$ cat src/rtl/pipe_stage_regs_pkg.sv
// pipe_pkg: shared constants and stage-register layouts for pipe_stage_regs.
//   NOP_INSTR   - instruction placed in IF/ID on a bubble (addi x0,x0,0)
//   WB_SEL_LOAD - writeback select encoding for loads
//   if_id_t     - IF/ID register contents
//   id_ex_t     - ID/EX register contents
package pipe_pkg;

   localparam int unsigned PIPE_XLEN   = 32;
   localparam logic [31:0] NOP_INSTR   = 32'h0000_0013;
   localparam logic [1:0]  WB_SEL_LOAD = 2'b10;

   typedef struct packed {
      logic [PIPE_XLEN-1:0] pc;
      logic [31:0]          instr;
      logic                 valid;
   } if_id_t;

   typedef struct packed {
      logic [PIPE_XLEN-1:0] pc;
      logic [PIPE_XLEN-1:0] rs1_data;
      logic [PIPE_XLEN-1:0] rs2_data;
      logic [PIPE_XLEN-1:0] imm;
      logic [4:0]           rs1_addr;
      logic [4:0]           rs2_addr;
      logic [4:0]           rd_addr;
      logic                 rd_wren;
      logic                 mem_wren;
      logic [1:0]           wb_sel;
      logic                 valid;
   } id_ex_t;

endpackage

$ cat src/rtl/pipe_stage_regs_if.sv
// pipe_stage_regs_if: control, decode-data and stage-output bundle of the
// front-end pipeline registers.
//   master - driver side (hazard unit / decoder / execute), drives i_* signals
//   slave  - the register bank, drives o_* signals
interface pipe_stage_regs_if #(
   parameter int unsigned XLEN  = 32,
   parameter int unsigned CNT_W = 32
);
   // hazard / redirect controls
   logic            i_stall_fetch;
   logic            i_stall_decode;
   logic            i_flush_decode;
   logic            i_flush_execute;
   logic            i_pc_sel;
   logic [XLEN-1:0] i_pc_target;
   // fetch and decode inputs
   logic [31:0]     i_instr;
   logic [4:0]      i_rs1_addr_decode;
   logic [4:0]      i_rs2_addr_decode;
   logic [4:0]      i_rd_addr_decode;
   logic            i_rd_wren_decode;
   logic            i_mem_wren_decode;
   logic [1:0]      i_wb_sel_decode;
   logic [XLEN-1:0] i_rs1_data_decode;
   logic [XLEN-1:0] i_rs2_data_decode;
   logic [XLEN-1:0] i_imm_decode;
   // stage outputs
   logic [XLEN-1:0] o_pc;
   logic [XLEN-1:0] o_pc_decode;
   logic [31:0]     o_instr_decode;
   logic            o_valid_decode;
   logic [XLEN-1:0] o_pc_execute;
   logic [XLEN-1:0] o_rs1_data_execute;
   logic [XLEN-1:0] o_rs2_data_execute;
   logic [XLEN-1:0] o_imm_execute;
   logic [4:0]      o_rs1_addr_execute;
   logic [4:0]      o_rs2_addr_execute;
   logic [4:0]      o_rd_addr_execute;
   logic            o_rd_wren_execute;
   logic            o_mem_wren_execute;
   logic [1:0]      o_wb_sel_execute;
   logic            o_valid_execute;
   logic [CNT_W-1:0] o_stall_cnt;
   logic [CNT_W-1:0] o_flush_cnt;

   modport master (
      output i_stall_fetch, i_stall_decode, i_flush_decode, i_flush_execute,
             i_pc_sel, i_pc_target, i_instr,
             i_rs1_addr_decode, i_rs2_addr_decode, i_rd_addr_decode,
             i_rd_wren_decode, i_mem_wren_decode, i_wb_sel_decode,
             i_rs1_data_decode, i_rs2_data_decode, i_imm_decode,
      input  o_pc, o_pc_decode, o_instr_decode, o_valid_decode,
             o_pc_execute, o_rs1_data_execute, o_rs2_data_execute, o_imm_execute,
             o_rs1_addr_execute, o_rs2_addr_execute, o_rd_addr_execute,
             o_rd_wren_execute, o_mem_wren_execute, o_wb_sel_execute,
             o_valid_execute, o_stall_cnt, o_flush_cnt
   );

   modport slave (
      input  i_stall_fetch, i_stall_decode, i_flush_decode, i_flush_execute,
             i_pc_sel, i_pc_target, i_instr,
             i_rs1_addr_decode, i_rs2_addr_decode, i_rd_addr_decode,
             i_rd_wren_decode, i_mem_wren_decode, i_wb_sel_decode,
             i_rs1_data_decode, i_rs2_data_decode, i_imm_decode,
      output o_pc, o_pc_decode, o_instr_decode, o_valid_decode,
             o_pc_execute, o_rs1_data_execute, o_rs2_data_execute, o_imm_execute,
             o_rs1_addr_execute, o_rs2_addr_execute, o_rd_addr_execute,
             o_rd_wren_execute, o_mem_wren_execute, o_wb_sel_execute,
             o_valid_execute, o_stall_cnt, o_flush_cnt
   );

endinterface

$ cat src/rtl/pipe_stage_regs_pipe_reg.sv
// pipe_reg: generic pipeline register with hold and bubble insertion.
//   clk, rst_n - clock, asynchronous active-low reset (loads RESET_VAL)
//   stall      - hold current contents
//   flush      - load BUBBLE_VAL; has priority over stall
//   d, q       - next-stage data in, registered data out
module pipe_reg #(
   parameter int unsigned      WIDTH      = 1,
   parameter logic [WIDTH-1:0] RESET_VAL  = '0,
   parameter logic [WIDTH-1:0] BUBBLE_VAL = '0
) (
   input  logic             clk,
   input  logic             rst_n,
   input  logic             stall,
   input  logic             flush,
   input  logic [WIDTH-1:0] d,
   output logic [WIDTH-1:0] q
);

   always_ff @(posedge clk or negedge rst_n) begin
      if (!rst_n) begin
         q <= RESET_VAL;
      end else if (flush) begin
         q <= BUBBLE_VAL;
      end else if (!stall) begin
         q <= d;
      end
   end

endmodule

$ cat src/rtl/pipe_stage_regs.sv
// pipe_stage_regs: front-end register bank (PC, IF/ID, ID/EX) applying hazard
// stall/flush controls and execute redirects, plus saturating stall/flush
// event counters.
//   i_clk   - clock, rising edge
//   i_reset - asynchronous reset, active-low
//   bus     - pipe_stage_regs_if.slave: controls, decode inputs, stage outputs
module pipe_stage_regs
   import pipe_pkg::PIPE_XLEN;
   import pipe_pkg::if_id_t;
   import pipe_pkg::id_ex_t;
#(
   parameter int unsigned     XLEN      = PIPE_XLEN,
   parameter logic [XLEN-1:0] RESET_PC  = '0,
   parameter logic [31:0]     NOP_INSTR = pipe_pkg::NOP_INSTR,
   parameter int unsigned     CNT_W     = 32
) (
   input  logic              i_clk,
   input  logic              i_reset,
   pipe_stage_regs_if.slave  bus
);

   localparam if_id_t IF_ID_BUBBLE = '{pc: '0, instr: NOP_INSTR, valid: 1'b0};

   logic [XLEN-1:0]  pc_d, pc_q;
   logic [CNT_W-1:0] stall_cnt_d, stall_cnt_q;
   logic [CNT_W-1:0] flush_cnt_d, flush_cnt_q;
   if_id_t           if_id_d, if_id_q;
   id_ex_t           id_ex_d, id_ex_q;

   // PC: redirect beats stall
   always_comb begin
      pc_d = pc_q + XLEN'(4);
      if (bus.i_pc_sel) begin
         pc_d = bus.i_pc_target;
      end else if (bus.i_stall_fetch) begin
         pc_d = pc_q;
      end
   end

   // A stall that coincides with a redirect is not counted as a stall.
   always_comb begin
      stall_cnt_d = stall_cnt_q;
      flush_cnt_d = flush_cnt_q;
      if (bus.i_stall_fetch && !bus.i_pc_sel && (stall_cnt_q != '1)) begin
         stall_cnt_d = stall_cnt_q + CNT_W'(1);
      end
      if (bus.i_pc_sel && (flush_cnt_q != '1)) begin
         flush_cnt_d = flush_cnt_q + CNT_W'(1);
      end
   end

   always_ff @(posedge i_clk or negedge i_reset) begin
      if (!i_reset) begin
         pc_q        <= RESET_PC;
         stall_cnt_q <= '0;
         flush_cnt_q <= '0;
      end else begin
         pc_q        <= pc_d;
         stall_cnt_q <= stall_cnt_d;
         flush_cnt_q <= flush_cnt_d;
      end
   end

   always_comb begin
      if_id_d = '{pc: pc_q, instr: bus.i_instr, valid: 1'b1};
   end

   pipe_reg #(
      .WIDTH     ($bits(if_id_t)),
      .RESET_VAL (IF_ID_BUBBLE),
      .BUBBLE_VAL(IF_ID_BUBBLE)
   ) u_if_id (
      .clk  (i_clk),
      .rst_n(i_reset),
      .stall(bus.i_stall_decode),
      .flush(bus.i_flush_decode),
      .d    (if_id_d),
      .q    (if_id_q)
   );

   always_comb begin
      id_ex_d = '{
         pc:       if_id_q.pc,
         rs1_data: bus.i_rs1_data_decode,
         rs2_data: bus.i_rs2_data_decode,
         imm:      bus.i_imm_decode,
         rs1_addr: bus.i_rs1_addr_decode,
         rs2_addr: bus.i_rs2_addr_decode,
         rd_addr:  bus.i_rd_addr_decode,
         rd_wren:  bus.i_rd_wren_decode,
         mem_wren: bus.i_mem_wren_decode,
         wb_sel:   bus.i_wb_sel_decode,
         valid:    if_id_q.valid
      };
   end

   // No stall on ID/EX: a held decode stage is covered by flushing execute.
   pipe_reg #(
      .WIDTH     ($bits(id_ex_t)),
      .RESET_VAL ('0),
      .BUBBLE_VAL('0)
   ) u_id_ex (
      .clk  (i_clk),
      .rst_n(i_reset),
      .stall(1'b0),
      .flush(bus.i_flush_execute),
      .d    (id_ex_d),
      .q    (id_ex_q)
   );

   assign bus.o_pc               = pc_q;
   assign bus.o_pc_decode        = if_id_q.pc;
   assign bus.o_instr_decode     = if_id_q.instr;
   assign bus.o_valid_decode     = if_id_q.valid;
   assign bus.o_pc_execute       = id_ex_q.pc;
   assign bus.o_rs1_data_execute = id_ex_q.rs1_data;
   assign bus.o_rs2_data_execute = id_ex_q.rs2_data;
   assign bus.o_imm_execute      = id_ex_q.imm;
   assign bus.o_rs1_addr_execute = id_ex_q.rs1_addr;
   assign bus.o_rs2_addr_execute = id_ex_q.rs2_addr;
   assign bus.o_rd_addr_execute  = id_ex_q.rd_addr;
   assign bus.o_rd_wren_execute  = id_ex_q.rd_wren;
   assign bus.o_mem_wren_execute = id_ex_q.mem_wren;
   assign bus.o_wb_sel_execute   = id_ex_q.wb_sel;
   assign bus.o_valid_execute    = id_ex_q.valid;
   assign bus.o_stall_cnt        = stall_cnt_q;
   assign bus.o_flush_cnt        = flush_cnt_q;

endmodule

$ cat src/flat_wrapper.sv
// flat-port wrapper written by rule: the top's interface ports become plain ports
module pipe_stage_regs_flat import pipe_pkg::PIPE_XLEN; import pipe_pkg::if_id_t; import pipe_pkg::id_ex_t;
#(
   parameter int unsigned     XLEN      = PIPE_XLEN,
   parameter logic [XLEN-1:0] RESET_PC  = '0,
   parameter logic [31:0]     NOP_INSTR = pipe_pkg::NOP_INSTR,
   parameter int unsigned     CNT_W     = 32
)
  (i_clk, i_reset, bus_i_stall_fetch, bus_i_stall_decode, bus_i_flush_decode, bus_i_flush_execute, bus_i_pc_sel, bus_i_pc_target, bus_i_instr, bus_i_rs1_addr_decode, bus_i_rs2_addr_decode, bus_i_rd_addr_decode, bus_i_rd_wren_decode, bus_i_mem_wren_decode, bus_i_wb_sel_decode, bus_i_rs1_data_decode, bus_i_rs2_data_decode, bus_i_imm_decode, bus_o_pc, bus_o_pc_decode, bus_o_instr_decode, bus_o_valid_decode, bus_o_pc_execute, bus_o_rs1_data_execute, bus_o_rs2_data_execute, bus_o_imm_execute, bus_o_rs1_addr_execute, bus_o_rs2_addr_execute, bus_o_rd_addr_execute, bus_o_rd_wren_execute, bus_o_mem_wren_execute, bus_o_wb_sel_execute, bus_o_valid_execute, bus_o_stall_cnt, bus_o_flush_cnt);
  pipe_stage_regs_if #(.XLEN(XLEN), .CNT_W(CNT_W)) bus_i ();
  input  logic i_clk;
  input  logic i_reset;
  input wire logic [$bits(bus_i.i_stall_fetch)-1:0] bus_i_stall_fetch;
  input wire logic [$bits(bus_i.i_stall_decode)-1:0] bus_i_stall_decode;
  input wire logic [$bits(bus_i.i_flush_decode)-1:0] bus_i_flush_decode;
  input wire logic [$bits(bus_i.i_flush_execute)-1:0] bus_i_flush_execute;
  input wire logic [$bits(bus_i.i_pc_sel)-1:0] bus_i_pc_sel;
  input wire logic [$bits(bus_i.i_pc_target)-1:0] bus_i_pc_target;
  input wire logic [$bits(bus_i.i_instr)-1:0] bus_i_instr;
  input wire logic [$bits(bus_i.i_rs1_addr_decode)-1:0] bus_i_rs1_addr_decode;
  input wire logic [$bits(bus_i.i_rs2_addr_decode)-1:0] bus_i_rs2_addr_decode;
  input wire logic [$bits(bus_i.i_rd_addr_decode)-1:0] bus_i_rd_addr_decode;
  input wire logic [$bits(bus_i.i_rd_wren_decode)-1:0] bus_i_rd_wren_decode;
  input wire logic [$bits(bus_i.i_mem_wren_decode)-1:0] bus_i_mem_wren_decode;
  input wire logic [$bits(bus_i.i_wb_sel_decode)-1:0] bus_i_wb_sel_decode;
  input wire logic [$bits(bus_i.i_rs1_data_decode)-1:0] bus_i_rs1_data_decode;
  input wire logic [$bits(bus_i.i_rs2_data_decode)-1:0] bus_i_rs2_data_decode;
  input wire logic [$bits(bus_i.i_imm_decode)-1:0] bus_i_imm_decode;
  output wire logic [$bits(bus_i.o_pc)-1:0] bus_o_pc;
  output wire logic [$bits(bus_i.o_pc_decode)-1:0] bus_o_pc_decode;
  output wire logic [$bits(bus_i.o_instr_decode)-1:0] bus_o_instr_decode;
  output wire logic [$bits(bus_i.o_valid_decode)-1:0] bus_o_valid_decode;
  output wire logic [$bits(bus_i.o_pc_execute)-1:0] bus_o_pc_execute;
  output wire logic [$bits(bus_i.o_rs1_data_execute)-1:0] bus_o_rs1_data_execute;
  output wire logic [$bits(bus_i.o_rs2_data_execute)-1:0] bus_o_rs2_data_execute;
  output wire logic [$bits(bus_i.o_imm_execute)-1:0] bus_o_imm_execute;
  output wire logic [$bits(bus_i.o_rs1_addr_execute)-1:0] bus_o_rs1_addr_execute;
  output wire logic [$bits(bus_i.o_rs2_addr_execute)-1:0] bus_o_rs2_addr_execute;
  output wire logic [$bits(bus_i.o_rd_addr_execute)-1:0] bus_o_rd_addr_execute;
  output wire logic [$bits(bus_i.o_rd_wren_execute)-1:0] bus_o_rd_wren_execute;
  output wire logic [$bits(bus_i.o_mem_wren_execute)-1:0] bus_o_mem_wren_execute;
  output wire logic [$bits(bus_i.o_wb_sel_execute)-1:0] bus_o_wb_sel_execute;
  output wire logic [$bits(bus_i.o_valid_execute)-1:0] bus_o_valid_execute;
  output wire logic [$bits(bus_i.o_stall_cnt)-1:0] bus_o_stall_cnt;
  output wire logic [$bits(bus_i.o_flush_cnt)-1:0] bus_o_flush_cnt;
  assign bus_i.i_stall_fetch = bus_i_stall_fetch;
  assign bus_i.i_stall_decode = bus_i_stall_decode;
  assign bus_i.i_flush_decode = bus_i_flush_decode;
  assign bus_i.i_flush_execute = bus_i_flush_execute;
  assign bus_i.i_pc_sel = bus_i_pc_sel;
  assign bus_i.i_pc_target = bus_i_pc_target;
  assign bus_i.i_instr = bus_i_instr;
  assign bus_i.i_rs1_addr_decode = bus_i_rs1_addr_decode;
  assign bus_i.i_rs2_addr_decode = bus_i_rs2_addr_decode;
  assign bus_i.i_rd_addr_decode = bus_i_rd_addr_decode;
  assign bus_i.i_rd_wren_decode = bus_i_rd_wren_decode;
  assign bus_i.i_mem_wren_decode = bus_i_mem_wren_decode;
  assign bus_i.i_wb_sel_decode = bus_i_wb_sel_decode;
  assign bus_i.i_rs1_data_decode = bus_i_rs1_data_decode;
  assign bus_i.i_rs2_data_decode = bus_i_rs2_data_decode;
  assign bus_i.i_imm_decode = bus_i_imm_decode;
  assign bus_o_pc = bus_i.o_pc;
  assign bus_o_pc_decode = bus_i.o_pc_decode;
  assign bus_o_instr_decode = bus_i.o_instr_decode;
  assign bus_o_valid_decode = bus_i.o_valid_decode;
  assign bus_o_pc_execute = bus_i.o_pc_execute;
  assign bus_o_rs1_data_execute = bus_i.o_rs1_data_execute;
  assign bus_o_rs2_data_execute = bus_i.o_rs2_data_execute;
  assign bus_o_imm_execute = bus_i.o_imm_execute;
  assign bus_o_rs1_addr_execute = bus_i.o_rs1_addr_execute;
  assign bus_o_rs2_addr_execute = bus_i.o_rs2_addr_execute;
  assign bus_o_rd_addr_execute = bus_i.o_rd_addr_execute;
  assign bus_o_rd_wren_execute = bus_i.o_rd_wren_execute;
  assign bus_o_mem_wren_execute = bus_i.o_mem_wren_execute;
  assign bus_o_wb_sel_execute = bus_i.o_wb_sel_execute;
  assign bus_o_valid_execute = bus_i.o_valid_execute;
  assign bus_o_stall_cnt = bus_i.o_stall_cnt;
  assign bus_o_flush_cnt = bus_i.o_flush_cnt;
  pipe_stage_regs #(.XLEN(XLEN), .RESET_PC(RESET_PC), .NOP_INSTR(NOP_INSTR), .CNT_W(CNT_W)) u_core (.i_clk(i_clk), .i_reset(i_reset), .bus(bus_i));
endmodule
$ cat config.mk
export PLATFORM = sky130hd
export DESIGN_NAME = pipe_stage_regs_flat
export DESIGN_NICKNAME = d
export VERILOG_FILES = /design/src/rtl/pipe_stage_regs_pkg.sv /design/src/rtl/pipe_stage_regs_if.sv /design/src/rtl/pipe_stage_regs_pipe_reg.sv /design/src/rtl/pipe_stage_regs.sv /design/src/flat_wrapper.sv
export SDC_FILE = /design/constraint.sdc
export NUM_CORES = 1
export LEC_CHECK = 0
export CELL_PAD_IN_SITES_DETAIL_PLACEMENT = 0
export CELL_PAD_IN_SITES_GLOBAL_PLACEMENT = 1
export CORE_MARGIN = 3
export CORE_UTILIZATION = 34
export DETAILED_ROUTE_END_ITERATION = 10
export PLACE_DENSITY = 0.91
export SLEW_MARGIN = 30
export SYNTH_ARGS = -nofsm -noshare
export SYNTH_HDL_FRONTEND = slang
export SYNTH_HIERARCHICAL = 1
export SYNTH_SLANG_ARGS = --single-unit
$ cat constraint.sdc
create_clock -name i_clk -period 2.5 [get_ports i_clk]
set_input_delay 0.75 -clock i_clk [delete_from_list [all_inputs] [get_ports i_clk]]
set_output_delay 0.75 -clock i_clk [all_outputs]
set_load 0.01 [all_outputs]
==> results of run 1 <==
-- state kept, by name, indices dropped and copies added (netlist names) --
| signal | count |
|---|---|
| u_core/bus.o_flush_cnt | 32 |
| u_core/bus.o_stall_cnt | 32 |
| u_core/u_id_ex/q | 148 |
| u_core/u_if_id/q | 65 |
| u_core/bus.o_pc | 32 |
-- worst paths after layout --
kind | startpoint | to | slack, ps | cells after the start
min reg2reg | u_core/bus.o_flush_cnt[15] | u_core/bus.o_flush_cnt[15] | 490 | 1
max in group asynchronous | i_reset | u_core/u_id_ex/q[46] | 1630 | 2
max | u_core/u_if_id/q[38] | bus_o_pc_decode[5] | 100 | 1
min | i_reset | u_core/u_if_id/q[53] | 150 | 1
max reg2reg | u_core/bus.o_flush_cnt[24] | u_core/bus.o_flush_cnt[1] | 280 | 4
min in group i_clk | u_core/bus.o_flush_cnt[15] | u_core/bus.o_flush_cnt[15] | 490 | 1
-- cell type report --
cell class                 count  area share (%)
antenna                        2          0.0248
clock buffer                  51            5.24
clock inverter                13           0.619
inverter                      13           0.242
multi-input combinational    796            25.9
sequential                   309            38.3
tap                          518            3.21
timing repair buffer         533            26.4
-- layer usage --
layer | global-route usage (%) | vias up | part of all wire (%)
met2 | 33.1 | 394 | 48
met5 | 0 | - | 0.093
met1 | 24.8 | 5350 | 40
met3 | 6.66 | 80 | 8.8
li1 | - | 5023 | -
met4 | 7.10 | 6 | 3.4
-- synth_stat cells, types with 16 or more instances --
cell / count / area [um^2]
sky130_fd_sc_hd__clkbuf_1: 26 / 97.6
sky130_fd_sc_hd__nor4_1: 16 / 100
sky130_fd_sc_hd__dfrtp_1: 306 / 7660
sky130_fd_sc_hd__nand2_1: 69 / 259
sky130_fd_sc_hd__nand4_1: 26 / 163
sky130_fd_sc_hd__o21ai_0: 33 / 165
sky130_fd_sc_hd__buf_12: 16 / 320
sky130_fd_sc_hd__nand3_1: 30 / 150
sky130_fd_sc_hd__nor2_1: 237 / 890
sky130_fd_sc_hd__xnor2_1: 50 / 438
sky130_fd_sc_hd__nor3_1: 25 / 125
sky130_fd_sc_hd__mux2i_1: 211 / 2110
sky130_fd_sc_hd__xor2_1: 35 / 307
-- per-stage QoR --
| step | std cells | total power, mW |
|---|---|---|
| floorplan | 1181 | 6.66 |
| global placement | 2169 | 8.00 |
| detailed placement | 2169 | 8.04 |
| CTS | 2233 | 13.4 |
| global route | 2235 | 13.8 |
| finish | 2235 | 13.2 |
-- logic make-up after synthesis --
logic type / Yosys count / share of synthesized area, %
fa+ha+maj: 3 / 0.276
buf+inv: 76 / 4.61
mux: 218 / 16.1
simple gates: 441 / 14.6
other cells: 2 / 0.0552
flops: 309 / 56.9
xor+xnor: 85 / 5.47
compound gates: 47 / 1.95
-- where the power goes --
part | switching, mW | internal, mW
Clock | 2.08 | 3.16
Sequential | 0.399 | 5.35
Combinational | 0.971 | 1.23
==> flow_metrics.py, run 1 <==
metrics = {
    "timing": {
        "rsz0062_at_grt": "no",
        "worstMarginPinSlew_ps": 523,
        "maxSlewHeadroom_pct": 64.8,
        "final_number_of_setup_violating_endpoints": 0,
        "drv_slew": 0,
        "maxClockFrequency_mhz": 416,
        "final_cycle_share_pct": 96.2,
        "hold-worst-slack_ps": 154,
        "finalWorstSetupSlack_ps": 95.1,
        "post-route-min-period_ps": 2400,
        "setup-tns-final_ps": 0,
        "finalHoldViolations": 0,
        "fin_skew_ps": 9.62,
    },
    "setup_path": {
        "crit_path_max_fanout": 3,
        "setup.worst_path.class": "flip-flop to primary output",
        "cpMaxStageDelayCell": "sky130_fd_sc_hd__clkdlybuf4s50_1",
        "critical_path.max_stage_delay_ps": 620,
        "worst_ep_arrival_time_ps": 1650,
        "cpLargestDelayFamily": "buffers and inverters",
        "crit_path_cell_trace": "clkdlybuf4s50_1",
        "worstSetupStartpointType": "flip-flop",
        "cp.buffers_inverters": 1,
        "worst_ep_required_time_ps": 1750,
        "setup.worst_path.end_class": "primary output",
    },
    "cells_and_area": {
        "most_common_cell_after_layout_fill_and_taps_aside": "sky130_fd_sc_hd__clkdlybuf4s50_1",
        "number_of_filler_cells_placed_in_the_layout": 3417,
        "syn_to_final_growth_pct": 48.5,
        "multiInputGateArea_um2": 5240,
        "num-nets-final": 1878,
        "final_util_pct": 51.7,
        "drive_above_1_share_pct": 7.23,
        "layout.cells.most_common_list": "sky130_fd_sc_hd__clkdlybuf4s50_1, sky130_fd_sc_hd__dfrtp_1, sky130_fd_sc_hd__nor2_1, sky130_fd_sc_hd__mux2i_1, sky130_fd_sc_hd__nand2_1",
        "finish.instance_area_um2": 20200,
        "sequential_cell_area_um2": 7740,
    },
    "global_route": {
        "globalRouteTotalUtil_pct": 20.1,
        "maximum_number_of_pins_on_one_net_before_global_route_repair": 149,
        "grt_antenna_before_repair": 5,
        "via_count_of_the_first_global_routing_pass": 11100,
        "globalRoute.totalOverflow": 0,
        "grt_pass1_wl_um": 66400,
    },
    "synthesis": {
        "flops_latches_synth": 309,
        "synth_ff_type": "sky130_fd_sc_hd__dfrtp_1",
        "portion_of_the_post_synthesis_area_used_by_sequential_elements_pct": 56.9,
        "postSynthCellCount": 1181,
        "yosysWarningCount": 6,
        "asyncSetResetFlopFracSynth_pct": 100,
        "syn-num-nets": 1370,
        "number_of_flops_mapped_to_enable_cells_by_yosys": 0,
        "yosysUniqueCellTypes": 50,
        "synthesis.area_per_instance_um2": 11.5,
        "netlist_area_before_placement_um2": 13600,
    },
    "clock_network": {
        "path_clk_slew_ps": 60,
        "number_of_h_tree_levels": 2,
        "cts_tree": "built",
        "cts_max_path_buffers": 3,
        "post_cts_hold_buffer_count": 0,
        "clkLatencyLatePin_ps": 520,
        "tritoncts.num_buffers": 36,
        "post_cts_buffers": 0,
        "cts_resized": 0,
        "clock_tree.root_cell": "sky130_fd_sc_hd__clkbuf_16",
        "cts.sinks": 309,
    },
    "route": {
        "dr.pass1.iters": 5,
        "post-route-drc-count": 0,
        "route.detailed.wl_per_inst_um": 19.7,
        "detail_route.iter0.violations": 638,
        "detailroute.via_count": 10900,
        "postRouteWirelength_um": 44000,
        "avgViaCountPerCell": 4.86,
        "drtAntennaViolNets": 0,
    },
    "die": {
        "die_y_um": 206,
        "die_x_um": 206,
        "ios": 495,
        "initial_core_util_pct": 34.8,
        "floorplan.rows": 72,
        "design.die.area_um2": 42400,
        "core-area_um2": 39100,
    },
    "run": {
        "max_cap_violations": 0,
    },
    "placement": {
        "port_buffer_count": 494,
        "place_congestion": 0.845,
        "hpwl_um": 32200,
        "placed_cell_area_um2": 19000,
        "dp_worst_setup_slack_ps": -265,
    },
    "pwr": {
        "worst_ir_drop_vdd_mv": 0.515,
        "power_density_nw_per_um2": 653,
        "power_leakage_nw": 9.15,
    },
    "hold_path": {
        "hp-class": "input port to async pin",
    },
    "outcome": {
        "status": "finished, final reports clean",
    },
}
No activity file was read; power rests on OpenSTA's default activity.
==> run 2: changes to the inputs <==
--- a/config.mk
+++ b/config.mk
@@ -9,6 +9,7 @@
 export CELL_PAD_IN_SITES_GLOBAL_PLACEMENT = 1
 export CORE_MARGIN = 3
 export CORE_UTILIZATION = 34
+export CTS_BUF_LIST = sky130_fd_sc_hd__clkbuf_16
 export DETAILED_ROUTE_END_ITERATION = 10
 export PLACE_DENSITY = 0.91
 export SLEW_MARGIN = 30
==> run 2 against run 1 <==
  * Sequential share of layout area increased by 0.15 points
  * Final area decreased by 0.40%
  * Clock-buffer cell count decreased by 14
  * Worst hold slack got worse by 2.5 ps
==> flow_metrics.py, run 2 (synthesis gave the netlist of run 1 again) <==
metrics = {
    "global_route": {
        "via_count_of_the_first_global_routing_pass": 11100,
        "globalRouteTotalUtil_pct": 20.1,
        "globalRoute.totalOverflow": 0,
        "grtUsageMet2_pct": 33.2,
        "gr-usage-met3_pct": 6.71,
        "grt_antenna_before_repair": 5,
        "grt_use_met1_pct": 24.7,
        "globalRoute.busiestLayer": "met2",
        "maximum_number_of_pins_on_one_net_before_global_route_repair": 149,
        "grt_pass1_wl_um": 66200,
    },
    "die": {
        "floorplan.rows": 72,
        "design.die.area_um2": 42400,
        "initial_core_util_pct": 34.8,
        "die_x_um": 206,
        "ios": 495,
        "die_y_um": 206,
        "core-area_um2": 39100,
    },
    "setup_path": {
        "cp.buffers_inverters": 1,
        "crit_end": "bus_o_pc_decode[5]",
        "setup.worst_path.end_class": "primary output",
        "critical_path.startpoint": "u_core/u_if_id/q[38]",
        "cpMaxStageDelayCell": "sky130_fd_sc_hd__clkdlybuf4s50_1",
        "worst_ep_arrival_time_ps": 1660,
        "worst_reg_to_reg_cells": 4,
        "crit_path_cell_trace": "clkdlybuf4s50_1",
        "worst_ep_required_time_ps": 1750,
        "critical_path.max_stage_delay_ps": 620,
        "crit_path_max_fanout": 3,
        "timing.critical_path.depth": 1,
        "reg2reg_to": "u_core/bus.o_flush_cnt[1]",
        "r2r_start": "u_core/bus.o_flush_cnt[24]",
        "worstSetupStartpointType": "flip-flop",
        "reg2reg_slack_ps": 280,
        "cpLargestDelayFamily": "buffers and inverters",
        "setup.worst_path.class": "flip-flop to primary output",
    },
    "route": {
        "avgViaCountPerCell": 4.87,
        "dr.pass1.iters": 4,
        "route.detailed.wl_per_inst_um": 19.7,
        "postRouteWirelength_um": 44000,
        "drtAntennaViolNets": 0,
        "detail_route.iter0.violations": 694,
        "detailroute.via_count": 10900,
        "post-route-drc-count": 0,
    },
    "cells_and_area": {
        "registers.top_by_ff_count": "u_core/u_id_ex/q",
        "layout.cells.most_common_list": "sky130_fd_sc_hd__clkdlybuf4s50_1, sky130_fd_sc_hd__dfrtp_1, sky130_fd_sc_hd__nor2_1, sky130_fd_sc_hd__mux2i_1, sky130_fd_sc_hd__nand2_1",
        "drive_above_1_share_pct": 6.76,
        "number_of_filler_cells_placed_in_the_layout": 3424,
        "layout.cells.non_filler": 2235,
        "largest_register_ff_count": 148,
        "num-nets-final": 1878,
        "largestRegisters": "u_core/u_id_ex/q x148, u_core/u_if_id/q x65",
        "most_common_cell_after_layout_fill_and_taps_aside": "sky130_fd_sc_hd__clkdlybuf4s50_1",
        "syn_to_final_growth_pct": 47.9,
    },
    "timing": {
        "final_cycle_share_pct": 96.3,
        "drv_slew": 0,
        "maxClockFrequency_mhz": 415,
        "maxSlewHeadroom_pct": 61.7,
        "finalHoldViolations": 0,
        "worstMarginPinSlew_ps": 569,
        "fin_skew_ps": 11.4,
        "rsz0062_at_grt": "no",
        "hold-worst-slack_ps": 151,
        "final_number_of_setup_violating_endpoints": 0,
        "post-route-min-period_ps": 2410,
    },
    "clock_network": {
        "clock_tree.root_cell": "sky130_fd_sc_hd__clkbuf_16",
        "tritoncts.num_buffers": 36,
        "cts_resized": 0,
        "number_of_h_tree_levels": 2,
        "post_cts_buffers": 0,
        "path_clk_slew_ps": 60,
        "clkLatencyLatePin_ps": 530,
        "cts_max_path_buffers": 3,
        "post_cts_hold_buffer_count": 0,
        "cts.sinks": 309,
        "cts_tree": "built",
    },
    "pwr": {
        "power_leakage_nw": 9.13,
        "worst_ir_drop_vdd_mv": 0.514,
        "power_density_nw_per_um2": 642,
        "report.power.total_mw": 12.9,
    },
    "placement": {
        "place.detailed.instances": 2169,
        "port_buffer_count": 494,
        "place_congestion": 0.845,
        "hpwl_um": 32200,
    },
    "outcome": {
        "status": "finished, final reports clean",
    },
    "hold_path": {
        "hp-class": "input port to async pin",
    },
    "run": {
        "max_cap_violations": 0,
    },
}
run 2: changes by cell type in the layout (fill, tap and decap cells not counted), sizes merged:
cell    previous run  this run
clkinv             7        15
inv               13        19
clkbuf            51        37
run 2: area by class of cell:
cell class / count / area [um^2] / area share (%)
inverters: 13 / 48.8 / 0.243
diodes: 2 / 5.00 / 0.0249
clock inverters: 27 / 178 / 0.883
well taps: 518 / 648 / 3.22
flip-flops and latches: 309 / 7740 / 38.4
clock buffers: 37 / 926 / 4.60
repair buffers: 533 / 5340 / 26.5
multi-input cells: 796 / 5240 / 26.0
run 2: worst min-delay path by stage:
stage / startpoint / to / slack (ps) / cells past startpoint
6_report: i_reset / u_core/u_if_id/q[53] / 150 / 1
4_1_cts: i_reset / u_core/u_if_id/q[53] / 150 / 1
3_3_place_gp: u_core/bus.o_stall_cnt[13] / u_core/bus.o_stall_cnt[13] / 480 / 1
5_1_grt: i_reset / u_core/u_if_id/q[53] / 160 / 1
3_5_place_dp: u_core/bus.o_flush_cnt[15] / u_core/bus.o_flush_cnt[15] / 490 / 1
2_1_floorplan: i_reset / u_core/bus.o_flush_cnt[0] / 450 / 0
run 2: routing by layer:
layer  share of wire [%]  vias up
met2                  48      369
met5               0.093        -
li1                    -     5020
met3                 8.6       80
met4                 3.3        6
met1                  40     5401
run 2: report_power, final:
part           switching (mW)  internal, mW
sequential              0.401          5.35
combinational           0.973          1.24
clock                    2.07          2.89
total                    3.44          9.47
run 2: stage by stage:
step / worst slack, ps / TNS (ps) / util (%) / area [um^2]
finish: 92.4 / 0 / 51.5 / 20100
global placement: -222 / -4220 / 48.6 / 19000
global route: 7.11 / 0 / 51.5 / 20100
floorplan: 182 / 0 / - / 13600
CTS: 36.3 / 0 / 51.5 / 20100
detailed placement: -265 / -6230 / 48.6 / 19000
==> run 3: changes to the inputs <==
--- a/config.mk
+++ b/config.mk
@@ -11,7 +11,7 @@
 export CORE_UTILIZATION = 34
 export CTS_BUF_LIST = sky130_fd_sc_hd__clkbuf_16
 export DETAILED_ROUTE_END_ITERATION = 10
-export PLACE_DENSITY = 0.91
+export PLACE_DENSITY = 0.78
 export SLEW_MARGIN = 30
 export SYNTH_ARGS = -nofsm -noshare
 export SYNTH_HDL_FRONTEND = slang
==> constraint.sdc (replaced) <==
create_clock -name i_clk -period 2.65 [get_ports i_clk]
set_input_delay 0.795 -clock i_clk [delete_from_list [all_inputs] [get_ports i_clk]]
set_output_delay 0.795 -clock i_clk [all_outputs]
set_load 0.01 [all_outputs]
==> run 3 against run 2 <==
  * Cell count unchanged
  * Clock power about the same
  * First-iteration DRC count decreased by 22%
  * Utilization increased by 0.12 points
  * Via count decreased by 2.4%
  * Largest cell class unchanged
  * Sequential power decreased by 6.1%
  * Power decreased by 3.7%
  * Sequential cell count unchanged
  * Worst hold slack improved by 27 ps
  * Final area increased by 0.22%
==> flow_metrics.py, run 3 (synthesis gave the netlist of run 1 again) <==
metrics = {
    "clock_network": {
        "clkLatencyLatePin_ps": 530,
        "post_cts_buffers": 0,
        "cts_tree": "built",
        "post_cts_hold_buffer_count": 0,
        "path_clk_slew_ps": 60,
        "clock_tree.root_cell": "sky130_fd_sc_hd__clkbuf_16",
        "cts.sinks": 309,
        "cts_resized": 0,
        "tritoncts.num_buffers": 37,
        "number_of_h_tree_levels": 2,
        "cts_max_path_buffers": 3,
    },
    "die": {
        "die_y_um": 206,
        "design.die.area_um2": 42400,
        "floorplan.rows": 72,
        "die_x_um": 206,
        "initial_core_util_pct": 34.8,
        "ios": 495,
        "core-area_um2": 39100,
    },
    "timing": {
        "drv_slew": 0,
        "hold-worst-slack_ps": 179,
        "fin_skew_ps": 16.0,
        "maxClockFrequency_mhz": 396,
        "final_cycle_share_pct": 95.3,
        "maxSlewHeadroom_pct": 63.3,
        "worstMarginPinSlew_ps": 550,
        "rsz0062_at_grt": "no",
        "finalHoldViolations": 0,
        "final_number_of_setup_violating_endpoints": 0,
        "post-route-min-period_ps": 2520,
    },
    "route": {
        "post-route-drc-count": 0,
        "postRouteWirelength_um": 43400,
        "detailroute.via_count": 10600,
        "dr.pass1.iters": 5,
        "detail_route.iter0.violations": 543,
        "avgViaCountPerCell": 4.75,
        "route.detailed.wl_per_inst_um": 19.4,
        "drtAntennaViolNets": 0,
    },
    "cells_and_area": {
        "registers.top_by_ff_count": "u_core/u_id_ex/q",
        "syn_to_final_growth_pct": 48.3,
        "most_common_cell_after_layout_fill_and_taps_aside": "sky130_fd_sc_hd__clkdlybuf4s50_1",
        "largestRegisters": "u_core/u_id_ex/q x148, u_core/u_if_id/q x65",
        "num-nets-final": 1876,
        "drive_above_1_share_pct": 6.71,
        "largest_register_ff_count": 148,
        "layout.cells.most_common_list": "sky130_fd_sc_hd__clkdlybuf4s50_1, sky130_fd_sc_hd__dfrtp_1, sky130_fd_sc_hd__nor2_1, sky130_fd_sc_hd__mux2i_1, sky130_fd_sc_hd__nand2_1",
    },
    "setup_path": {
        "crit_path_max_fanout": 6,
        "cp.buffers_inverters": 1,
        "worst_reg_to_reg_cells": 4,
        "cpMaxStageDelayCell": "sky130_fd_sc_hd__clkdlybuf4s50_1",
        "r2r_start": "u_core/bus.o_flush_cnt[24]",
        "worstSetupStartpointType": "flip-flop",
        "worst_ep_required_time_ps": 1860,
        "setup.worst_path.class": "flip-flop to primary output",
        "reg2reg_slack_ps": 410,
        "reg2reg_to": "u_core/bus.o_flush_cnt[1]",
        "setup.worst_path.end_class": "primary output",
        "crit_path_cell_trace": "clkdlybuf4s50_1",
        "critical_path.max_stage_delay_ps": 670,
        "cpLargestDelayFamily": "buffers and inverters",
        "worst_ep_arrival_time_ps": 1730,
    },
    "global_route": {
        "grt_antenna_before_repair": 4,
        "globalRoute.totalOverflow": 0,
        "maximum_number_of_pins_on_one_net_before_global_route_repair": 149,
        "globalRouteTotalUtil_pct": 20.0,
        "via_count_of_the_first_global_routing_pass": 11100,
        "grt_pass1_wl_um": 66300,
    },
    "placement": {
        "place_congestion": 0.790,
        "port_buffer_count": 494,
        "hpwl_um": 31600,
    },
    "hold_path": {
        "hp-class": "input port to async pin",
    },
    "run": {
        "max_cap_violations": 0,
    },
    "outcome": {
        "status": "finished, final reports clean",
    },
    "pwr": {
        "worst_ir_drop_vdd_mv": 0.473,
        "power_density_nw_per_um2": 617,
        "report.power.total_mw": 12.4,
        "power_leakage_nw": 9.15,
    },
}
==> run 3: worst max path at each step <==
stage | depth (start not counted) | start | endpoint | slack (ps)
2_1_floorplan | 6 | bus_i_pc_sel | u_core/bus.o_stall_cnt[26] | 290
3_3_place_gp | 6 | bus_i_stall_fetch | u_core/bus.o_pc[26] | -120
3_5_place_dp | 6 | bus_i_stall_fetch | u_core/bus.o_stall_cnt[26] | -170
4_1_cts | 1 | u_core/bus.o_pc[5] | bus_o_pc[5] | 80
5_1_grt | 1 | u_core/bus.o_pc[5] | bus_o_pc[5] | 90
6_report | 1 | u_core/bus.o_pc[5] | bus_o_pc[5] | 130
==> run 3: worst register-to-register path: cells and delay by family (launching register included) <==
family             cells  cell delay [ps]
AOI/OAI and AO/OA      1              490
DFF                    1              440
muxes                  1              350
and+or+nand+nor        2              840
==> run 3: layout make-up <==
class,instances,area [um^2]
inverters,13,48.8
clock inverters,27,205
diodes,3,7.51
multi-input cells,796,5240
flip-flops and latches,309,7740
repair buffers,530,5310
well taps,518,648
fillers,3533,18900
clock buffers,39,976
==> run 3: through the flow <==
stage                     util [%]  setup WS, ps  TNS, ps  std cells  instance area, um^2
after floorplan                  -           287        0       1181                13600
after global placement        48.5          -118     -947       2166                19000
after detailed placement      48.5          -165    -2620       2166                19000
after CTS                     51.6          82.3        0       2232                20200
after global routing          51.6          86.0        0       2235                20200
final                         51.6           125        0       2235                20200
==> run 3: power by group <==
part | leakage [nW] | total (mW) | internal (mW) | switching [mW]
combinational | 4.49 | 2.08 | 1.16 | 0.919
sequential | 4.06 | 5.40 | 5.05 | 0.356
clock | 0.600 | 4.95 | 2.95 | 2.01
total | 9.15 | 12.4 | 9.16 | 3.28
==> run 3: layer usage <==
layer | up-vias | routed length [um] | track usage, %
met2 | 342 | 21200 | 33.2
met3 | 66 | 3590 | 6.08
met1 | 5183 | 17100 | 24.3
li1 | 5027 | - | -
met5 | - | 13 | 0
met4 | 2 | 1490 | 8.46
